**config.mk**
```make
export PLATFORM = sky130hd
export DESIGN_NAME = simon_engine
export DESIGN_NICKNAME = d
export VERILOG_FILES = /design/src/rtl/simon_pkg.sv /design/src/rtl/simon_lfsr.sv /design/src/rtl/simon_engine.sv
export SDC_FILE = /design/constraint.sdc
export NUM_CORES = 1
export LEC_CHECK = 0
export ABC_AREA = 1
export BUFFER_PORTS_ARGS = -buffer_cell sky130_fd_sc_hd__buf_4
export CORE_ASPECT_RATIO = 2
export CORE_UTILIZATION = 35
export DETAILED_ROUTE_END_ITERATION = 10
export PLACE_DENSITY_LB_ADDON = 0.25
export SLEW_MARGIN = 25
export SYNTH_ARGS = -nofsm -noshare
export SYNTH_HDL_FRONTEND = slang
export SYNTH_SLANG_ARGS = --single-unit
```
**constraint.sdc**
```tcl
create_clock -name clk -period 2.4 [get_ports clk]
set_input_delay 0.24 -clock clk [delete_from_list [all_inputs] [get_ports clk]]
set_output_delay 0.24 -clock clk [all_outputs]
set_load 0.005 [all_outputs]
```
**src/rtl/simon_pkg.sv**
```systemverilog
// Shared types and constants for the Simon memory-game engine.
//   state_t      : top-level game states
//   LFSR_TAPS    : Galois feedback mask for the 16-bit symbol generator
//   DEFAULT_SEED : seed used when the free-running counter happens to be zero
//   lfsr_next()  : one Galois step (right shift, XOR taps when bit 0 falls out)
package simon_pkg;

    typedef enum logic [2:0] {
        ST_IDLE,
        ST_SHOW_ON,
        ST_SHOW_OFF,
        ST_PAUSE,
        ST_INPUT,
        ST_WIN,
        ST_LOST
    } state_t;

    localparam logic [15:0] LFSR_TAPS    = 16'hB400;
    localparam logic [15:0] DEFAULT_SEED = 16'hACE1;

    function automatic logic [15:0] lfsr_next(input logic [15:0] s);
        lfsr_next = {1'b0, s[15:1]} ^ (s[0] ? LFSR_TAPS : 16'h0000);
    endfunction

endpackage

```
**src/rtl/simon_lfsr.sv**
```systemverilog
// 16-bit Galois LFSR that regenerates the game's symbol sequence.
//   clk, rst_n : clock, synchronous active-low reset
//   load, seed : restart the sequence from seed (wins over step)
//   step       : advance one symbol
//   state      : current LFSR contents; low bits form the symbol
module simon_lfsr
    import simon_pkg::*;
(
    input  logic        clk,
    input  logic        rst_n,
    input  logic        load,
    input  logic        step,
    input  logic [15:0] seed,
    output logic [15:0] state
);

    always_ff @(posedge clk) begin
        if (!rst_n)
            state <= DEFAULT_SEED;
        else if (load)
            state <= seed;
        else if (step)
            state <= lfsr_next(state);
    end

endmodule

```
**src/rtl/simon_engine.sv**
```systemverilog
// Simon memory-game engine. Plays back a growing pseudo-random sequence on the
// LEDs, then checks the player's echo. The sequence is never stored: it is
// regenerated from the seed captured at game start.
//   clk, rst_n : clock, synchronous active-low reset
//   tick       : timing strobe; all tick timers advance only when high
//   key_press  : one-cycle press pulses (one bit per key)
//   led        : key LEDs
//   score      : rounds completed in the current/last game
//   high_score : best score since reset
//   won, lost  : high while in WIN / LOST
module simon_engine
    import simon_pkg::*;
#(
    parameter int NUM_KEYS      = 4,
    parameter int MAX_LEN       = 32,
    parameter int ON_TICKS      = 400,
    parameter int OFF_TICKS     = 200,
    parameter int TIMEOUT_TICKS = 3000,
    parameter int END_TICKS     = 1000
) (
    input  logic                clk,
    input  logic                rst_n,
    input  logic                tick,
    input  logic [NUM_KEYS-1:0] key_press,
    output logic [NUM_KEYS-1:0] led,
    output logic [7:0]          score,
    output logic [7:0]          high_score,
    output logic                won,
    output logic                lost
);

    localparam int          SYM_W   = $clog2(NUM_KEYS);
    localparam logic [15:0] ON_LAST  = 16'(ON_TICKS - 1);
    localparam logic [15:0] OFF_LAST = 16'(OFF_TICKS - 1);
    localparam logic [15:0] TO_LAST  = 16'(TIMEOUT_TICKS - 1);
    localparam logic [15:0] END_LAST = 16'(END_TICKS - 1);
    localparam logic [7:0]  LEN_MAX  = 8'(MAX_LEN);

    state_t      state;
    logic [15:0] counter;
    logic [15:0] seed;
    logic [15:0] timer;
    logic [7:0]  len;
    logic [7:0]  idx;

    logic [15:0] lfsr_q;
    logic [15:0] lfsr_seed;
    logic        lfsr_load;
    logic        lfsr_step;

    function automatic logic [NUM_KEYS-1:0] onehot(input logic [15:0] s);
        onehot = {{(NUM_KEYS-1){1'b0}}, 1'b1} << s[SYM_W-1:0];
    endfunction

    logic [15:0]         start_seed;
    logic [NUM_KEYS-1:0] exp_key;
    logic                press_any;
    logic                accept;
    logic                is_last;
    logic                on_done;
    logic                off_done;
    logic                to_done;
    logic                end_done;

    // A zero seed would lock the LFSR, so substitute the default.
    assign start_seed = (counter == 16'd0) ? DEFAULT_SEED : counter;
    assign exp_key    = onehot(lfsr_q);
    assign press_any  = |key_press;
    // exp_key is one-hot, so equality also rejects multi-key presses.
    assign accept     = (state == ST_INPUT) && press_any && (key_press == exp_key);
    assign is_last    = (idx == len - 8'd1);
    assign on_done    = tick && (timer == ON_LAST);
    assign off_done   = tick && (timer == OFF_LAST);
    assign to_done    = tick && (timer == TO_LAST);
    assign end_done   = tick && (timer == END_LAST);

    // LFSR controls are decoded from the same conditions the FSM acts on, so
    // the generator moves on the same edge as the state.
    assign lfsr_load = ((state == ST_IDLE) && press_any)
                    || ((state == ST_SHOW_OFF) && off_done && is_last)
                    || (accept && is_last);
    assign lfsr_step = ((state == ST_SHOW_OFF) && off_done && !is_last)
                    || (accept && !is_last);
    assign lfsr_seed = (state == ST_IDLE) ? start_seed : seed;

    simon_lfsr u_lfsr (
        .clk   (clk),
        .rst_n (rst_n),
        .load  (lfsr_load),
        .step  (lfsr_step),
        .seed  (lfsr_seed),
        .state (lfsr_q)
    );

    always_ff @(posedge clk) begin
        if (!rst_n) begin
            state      <= ST_IDLE;
            counter    <= 16'd0;
            seed       <= 16'd0;
            timer      <= 16'd0;
            len        <= 8'd0;
            idx        <= 8'd0;
            led        <= '0;
            score      <= 8'd0;
            high_score <= 8'd0;
            won        <= 1'b0;
            lost       <= 1'b0;
        end else begin
            counter <= counter + 16'd1;
            case (state)
                ST_IDLE: begin
                    led <= '0;
                    if (press_any) begin
                        seed  <= start_seed;
                        len   <= 8'd1;
                        idx   <= 8'd0;
                        score <= 8'd0;
                        timer <= 16'd0;
                        // First symbol comes straight from the new seed.
                        led   <= onehot(start_seed);
                        state <= ST_SHOW_ON;
                    end
                end
                ST_SHOW_ON: begin
                    if (tick) begin
                        if (on_done) begin
                            timer <= 16'd0;
                            led   <= '0;
                            state <= ST_SHOW_OFF;
                        end else begin
                            timer <= timer + 16'd1;
                        end
                    end
                end
                ST_SHOW_OFF: begin
                    if (tick) begin
                        if (off_done) begin
                            timer <= 16'd0;
                            if (is_last) begin
                                idx   <= 8'd0;
                                state <= ST_INPUT;
                            end else begin
                                idx   <= idx + 8'd1;
                                // LFSR steps on this edge; show the symbol it steps to.
                                led   <= onehot(lfsr_next(lfsr_q));
                                state <= ST_SHOW_ON;
                            end
                        end else begin
                            timer <= timer + 16'd1;
                        end
                    end
                end
                ST_PAUSE: begin
                    if (tick) begin
                        if (off_done) begin
                            timer <= 16'd0;
                            // LFSR was already reloaded when the round completed.
                            led   <= onehot(lfsr_q);
                            state <= ST_SHOW_ON;
                        end else begin
                            timer <= timer + 16'd1;
                        end
                    end
                end
                ST_INPUT: begin
                    led <= '0;
                    // Press handling comes first so an accepted press beats a
                    // timeout landing on the same cycle.
                    if (accept) begin
                        timer <= 16'd0;
                        if (is_last) begin
                            score <= len;
                            if (len == LEN_MAX) begin
                                won        <= 1'b1;
                                led        <= '1;
                                high_score <= (len > high_score) ? len : high_score;
                                state      <= ST_WIN;
                            end else begin
                                len   <= len + 8'd1;
                                idx   <= 8'd0;
                                state <= ST_PAUSE;
                            end
                        end else begin
                            idx <= idx + 8'd1;
                        end
                    end else if (press_any || to_done) begin
                        timer      <= 16'd0;
                        lost       <= 1'b1;
                        high_score <= (score > high_score) ? score : high_score;
                        state      <= ST_LOST;
                    end else if (tick) begin
                        timer <= timer + 16'd1;
                    end
                end
                ST_WIN, ST_LOST: begin
                    if (tick) begin
                        if (end_done) begin
                            timer <= 16'd0;
                            won   <= 1'b0;
                            lost  <= 1'b0;
                            led   <= '0;
                            state <= ST_IDLE;
                        end else begin
                            timer <= timer + 16'd1;
                        end
                    end
                end
                default: begin
                    led   <= '0;
                    won   <= 1'b0;
                    lost  <= 1'b0;
                    timer <= 16'd0;
                    state <= ST_IDLE;
                end
            endcase
        end
    end

endmodule

```
**Word level (Yosys, flattened, before mapping)**

Index checks and enable logic that the tools add are counted.

- Flip-flop bits (word level): 105
- Output and inout port bits: 22
- Logic and storage cells: 175

- $add $sub $neg: 5
- Magnitude comparators: 2
- Equality and inequality tests: 37
- Shift-type cells: 3
- Muxes and demuxes: 76
- Bitwise logic cells: 2
- Reduce and logical (&&, ||, !) cells: 38

Operators by type and width:

| kind | count |
|---|---|
| 2-to-1 mux 16 bit | 15 |
| 2-to-1 mux 8 bit | 19 |
| case mux 16 bit (5 select lines) | 1 |
| 2-to-1 mux 4 bit | 13 |
| 2-to-1 mux 3 bit | 14 |
| adder 16 x 1 -> 16 bit (second input constant) | 2 |
| case mux 8 bit (2 select lines) | 2 |
| != test 2 bit (second input constant) | 14 |
| case mux 4 bit (6 select lines) | 1 |
| case mux 8 bit (3 select lines) | 1 |
| case mux 3 bit (6 select lines) | 1 |
| AND reduction 6 bit | 3 |
| adder 8 x 1 -> 8 bit (second input constant) | 2 |
| equality test 16 x 10 -> 1 bit (second input constant) | 1 |
| equality test 16 x 12 -> 1 bit (second input constant) | 1 |
| equality test 16 x 8 -> 1 bit (second input constant) | 1 |
| equality test 16 x 9 -> 1 bit (second input constant) | 1 |
| greater-than comparator 8 bit | 2 |
| logical NOT 16 bit | 1 |
| XOR 15 x 16 -> 16 bit | 1 |
| AND reduction 5 bit | 3 |
| logical AND 1 bit | 12 |
| != test 2 x 1 -> 1 bit (second input constant) | 6 |
| left shift 1 x 2 -> 4 bit (first input constant) | 3 |
| other kinds (24) | 43 |

**Depth between registers and ports, before layout**

- Word-level depth: 7
- Gate-level depth with buffers: 17
- Gate-level depth less buffers: 16

**By module**

A second synthesis with hierarchy kept.

- Cell total of the unflattened synthesis: 1104
- Area, all modules: 6977.9 um^2

Modules (own cells, without submodules):

| module | instances | cells an instance | area an instance (um^2) | sequential area each (um^2) |
|---|---|---|---|---|
| simon_engine | 1 | 999 | 6227.2 | 1781.7 |
| simon_lfsr | 1 | 105 | 750.7 | 320.3 |

**Worst setup path before layout**

OpenSTA, ideal clock, no wires.

- Path type: register -> register
- From: register len[1]
- To: register high_score[4]
- Arrival time: 1.980 ns
- Path slack: 0.306 ns
- Cell stages (with the launch flop): 17
- Buffers on the path: 1
- Cells stage by stage: dfxtp_1 inv_1 ha_1 inv_1 nand2_1 nand2_1 nor2_1 nand2_1 nor2_2 nand3_2 nor2_4 nand2_4 nand2_2 nand2_2 buf_6 o21bai_1 nor2_1

- Longest elaborated chain between the ends: 4
- Elaborated cells between the ends (all ways): 8

Ends and longest elaborated chain:

| what | RTL line | text |
|---|---|---|
| start, declared | simon_engine.sv:43 | `logic [7:0] len;` |
| start signal, assigned | simon_engine.sv:179 | `len <= len + 8'd1;` |
| subtractor 8 x 1 -> 8 bit | simon_engine.sv:71 | `assign is_last = (idx == len - 8'd1);` |
| equality test 8 bit | simon_engine.sv:71 |  |
| != test 2 x 1 -> 1 bit (no line) | -- |  |
| AND reduction 6 bit (no line) * | -- |  |
| end signal, assigned | simon_engine.sv:176 | `high_score <= (len > high_score) ? len : high_score;` |
| end signal, assigned | simon_engine.sv:189 | `high_score <= (score > high_score) ? score : high_score;` |
| end, declared | simon_engine.sv:27 | `output logic [7:0] high_score,` |

Every way passes the cells marked *; elsewhere a longest branch is shown, timed or not.
A chain may end at the register's enable or synchronous reset.

**Worst setup path in the final report**

- From: register len[3]
- To: register score[2]

- Longest elaborated chain between the ends: 4

Ends and longest elaborated chain:

| what | RTL line | text |
|---|---|---|
| subtractor 8 x 1 -> 8 bit | simon_engine.sv:71 |  |
| equality test 8 bit | simon_engine.sv:71 |  |
| != test 2 bit (no line) | -- |  |
| AND reduction 4 bit (no line) | -- |  |
| end signal, assigned | simon_engine.sv:172 | `score <= len;` |
| end, declared | simon_engine.sv:26 | `output logic [7:0] score,` |

No other way between the ends.

==> results.txt <==
- Critical path data arrival time: roughly 2.4 ns
- Number of sinks on the clock net: roughly 110
- Kind of cell adding the most delay to the critical path: simple AND/OR/NAND/NOR gates
* Clock tree buffer depth: 2
* Area fraction in compound gates after synthesis: 13.7%
- The initial antenna violation count is 0.
* Clock latency reported for the late side of the worst-skew pair: 0.36 ns
- In the synthesized netlist, the number of instances is ~1000.
* Share of synthesized area occupied by flip-flops and latches: about a third
* Vias per cell: just over 5
* Vertical extent of the die: around 190 um
- Xor/xnor share of the synthesized area: between 2 and 3%
- Clock H-tree levels: 3
- The analysis attributes to cell leakage a power of between 3 and 4 nW.
- For the final routed database, the setup TNS stands at 0 ns.
- By instance count, the cell type seen most on the critical path is sky130_fd_sc_hd__nand2_1.
* Primary flip-flop cell chosen by synthesis mapping: sky130_fd_sc_hd__dfxtp_1
- After clock tree synthesis, the clock-pin slew on the worst setup and hold paths is 0.07 ns.
- Total wire length after detailed routing: 18100 um
- Global-route wire length before repair: slightly below 30000 um
* Overall via count from detail_route: 6237
* Mapped Area: roughly 0.0063 sq mm
- After detailed routing, the number of remaining DRC violations is 0.
- Of all cell types, the one taking the most synthesized area is sky130_fd_sc_hd__dfxtp_1.
- Combinational family with the most area after synthesis: simple AND/OR/NAND/NOR gates
* Total number of yosys warnings: 0
* Worst-case vdd ir drop: 506 uV
- DRT Pass-1 Iters: 4
* Commonest cells after routing, fill and taps aside: sky130_fd_sc_hd__nand2_1 (248), sky130_fd_sc_hd__nor2_1 (113), sky130_fd_sc_hd__dfxtp_1 (104)
- Setup violations remaining at the end of the flow were counted as 0.
- Number of flip-flops and latches in the synthesized netlist: around 110
- Half-perimeter wire length of the detailed placement result: 14000 um
- The layout has around 1900 filler cells.
* Placer Congestion: 0.894
- The number of global-route vias before repair came to approximately 6200.
- Placeable core region: around 0.018 sq mm
- Adder-cell area share of the yosys netlist: 4.74%
* Die Area: approximately 0.019 sq mm
* Largest fanout on the critical path: 9
- Power per cell area: 857 mW/mm^2
- Input and output buffers added on the ports amount to 28.
- Cell types with the largest area share after synthesis: sky130_fd_sc_hd__dfxtp_1 (33%), sky130_fd_sc_hd__nand2_1 (15%), sky130_fd_sc_hd__nor2_1 (6.7%)
- Dividing the detail-routed wire length by the instance count gives 14.7 um.
- Once placement completed, the tool counted placed cells totaling ~1200.
- Initial drt markers: ~210
- Entering global routing, the biggest net connects 43 pins.
- Mapped Nets: between 1000 and 1500
* Period utilization: slightly below 90%
* Rows: approximately 70
- Area share of the leading cell type in the synthesized netlist: about a third
* Pin slew with the least headroom to its limit: 0.871 ns
- CTS Buf Count: 9
* Final hold vios: 0
- Measured along the x axis, the die boundary spans 97.2 um.
- Counting both buffers and inverters, the worst setup path holds a total of 1.
* Clock skew: about 0.0055 ns
- # diodes: 0
* Number of nets in the layout: about 1000
* Max-cap violations: 0
* Required time reported for the critical path endpoint: roughly 2.6 ns
- Post-route insts no fill: 1231
- The post-route netlist has between 10% and 20% of its cells at a drive strength greater than 1.
* Count of flip-flops with a built-in enable after synthesis: 0
- Number of primary I/O pins: 29
* Critical Path Slowest Stage Cell: sky130_fd_sc_hd__dfxtp_1
* TritonCTS clock tree: done
* CP cell instances: inv_1 -> nand3_1 -> nand2_1 -> nand2_1 -> nand2_1 -> nor2_4 -> nand2_4 -> nand2_4 -> nand2_2 -> nand2_1 -> a21oi_1
- Overall power of the completed layout: 6.13 mW
* FMAX: 467 MHz
* Critical path launch point type: register
- Remaining global-route overflow: 0
- Of the post-synthesis cell area, the part taken by muxes is less than 1%.
- Ys async rst share: 0%
* Type of destination of the critical path: register
* Shortest clock period the worst path allows after layout: 2.14 ns
* Count of distinct cell types in the synthesized netlist: 36
- Slew Limit Headroom: 41.9%
- The worst setup path is of the reg -> reg kind.
- R2R setup slack: about 0.26 ns
- The count of nets left with antenna violations once routing finished came out at 0.
- Starting Density: a little over a third
* Overall track demand over capacity in global routing: approximately 20%
* Post-Synth Simple-Gate Area: roughly 35%
- Compared with the post-synthesis result, the final layout area differs by 12.9%.
- Leaving out fill and tap cells, the most frequent cell in the layout is sky130_fd_sc_hd__nand2_1.
* Stage delay of the slowest cell on the critical path: ~0.55 ns
- The tree is rooted in a sky130_fd_sc_hd__clkbuf_16.
- Max Transition Viols Final: 0
- Type of the tightest min-delay check: in -> reg
- A synthesized cell averages approximately 6.5 sq um.
- Run status: finished, final reports clean
## cell usage after synthesis, drive strengths merged (6+ instances only)
cell type	n
a21oi	69
buf	21
clkbuf	15
dfxtp	105
ha	24
inv	116
nand2	259
nand3	80
nand4	24
nor2	123
nor3	20
o21a	6
o21ai	75
xor2	18
## per-stage QoR
stage | setup slack (ns) | hold slack (ns) | area, sq um | util (%)
after floorplan | 0.306 | 0.433 | 6340 | -
final | 0.260 | 0.239 | 7150 | 40.2
after global placement | 0.181 | 0.453 | 6830 | 38.4
after global routing | -0.00577 | 0.246 | 7150 | 40.2
after detailed placement | 0.155 | 0.456 | 6830 | 38.4
after CTS | 0.132 | 0.231 | 7130 | 40.1
## metal layers
| layer | up-vias | track usage [%] | part of all wire [%] |
|---|---|---|---|
| li1 | 3245 | - | - |
| met1 | 2850 | 18.7 | 37 |
| met2 | 96 | 41.0 | 56 |
| met3 | 46 | 2.28 | 2.1 |
| met4 | 0 | 12.2 | 5.0 |
| met5 | - | 0 | 0 |
## worst reg2reg max path, delay by kind of cell (launching register included)
family / cells / cell delay [ns]
simple gates: 9 / 1.15
compound gates: 1 / 0.06
buf+inv: 1 / 0.24
flops: 1 / 0.55
## final timing paths
kind                   end  cells past startpoint     start
max reg2reg       score[2]                     11    len[3]
min          high_score[1]                      3     rst_n
max               score[2]                     11    len[3]
min reg2reg       seed[13]                      2  seed[13]
## layout make-up
type / instances / area, sq um / share of cell area, %
inverters: 117 / 439 / 6.14
well taps: 213 / 267 / 3.73
clock buffers: 11 / 243 / 3.39
clock inverters: 5 / 53.8 / 0.752
flip-flops and latches: 105 / 2100 / 29.4
repair buffers: 56 / 420 / 5.88
multi-input cells: 724 / 3630 / 50.7
## flip-flops by register name, summed over array words and instances (netlist names), 4 cells and up
register      count
idx               8
led               4
u_lfsr.state     16
len               8
score             8
high_score        8
timer            16
seed             16
counter          16
## timing repair
| item | CTS | global route |
|---|---|---|
| resized for setup | 0 | 7 |
| hold buffers | 0 | 0 |
| hold endpoints to repair | 0 | 0 |
| buffers inserted | 0 | 0 |
| setup endpoints to repair | 0 | 26 |
## cell families (layout without fill, tap and decap cells)
kind of cell	count (synthesis)	after routing
fa+ha+maj	24	24
simple gates	514	514
buf+inv	153	189
flops	105	105
xor+xnor	21	21
compound gates	164	164
mux	1	1
## power by group
group          total (mW)  internal [mW]  leakage [nW]  switching, mW
clock network        1.53          0.837         0.150          0.691
registers            2.22           2.01         0.855          0.211
logic                2.39          0.791          2.09           1.60
total                6.13           3.64          3.10           2.50
No activity file was read; power rests on OpenSTA's default activity.
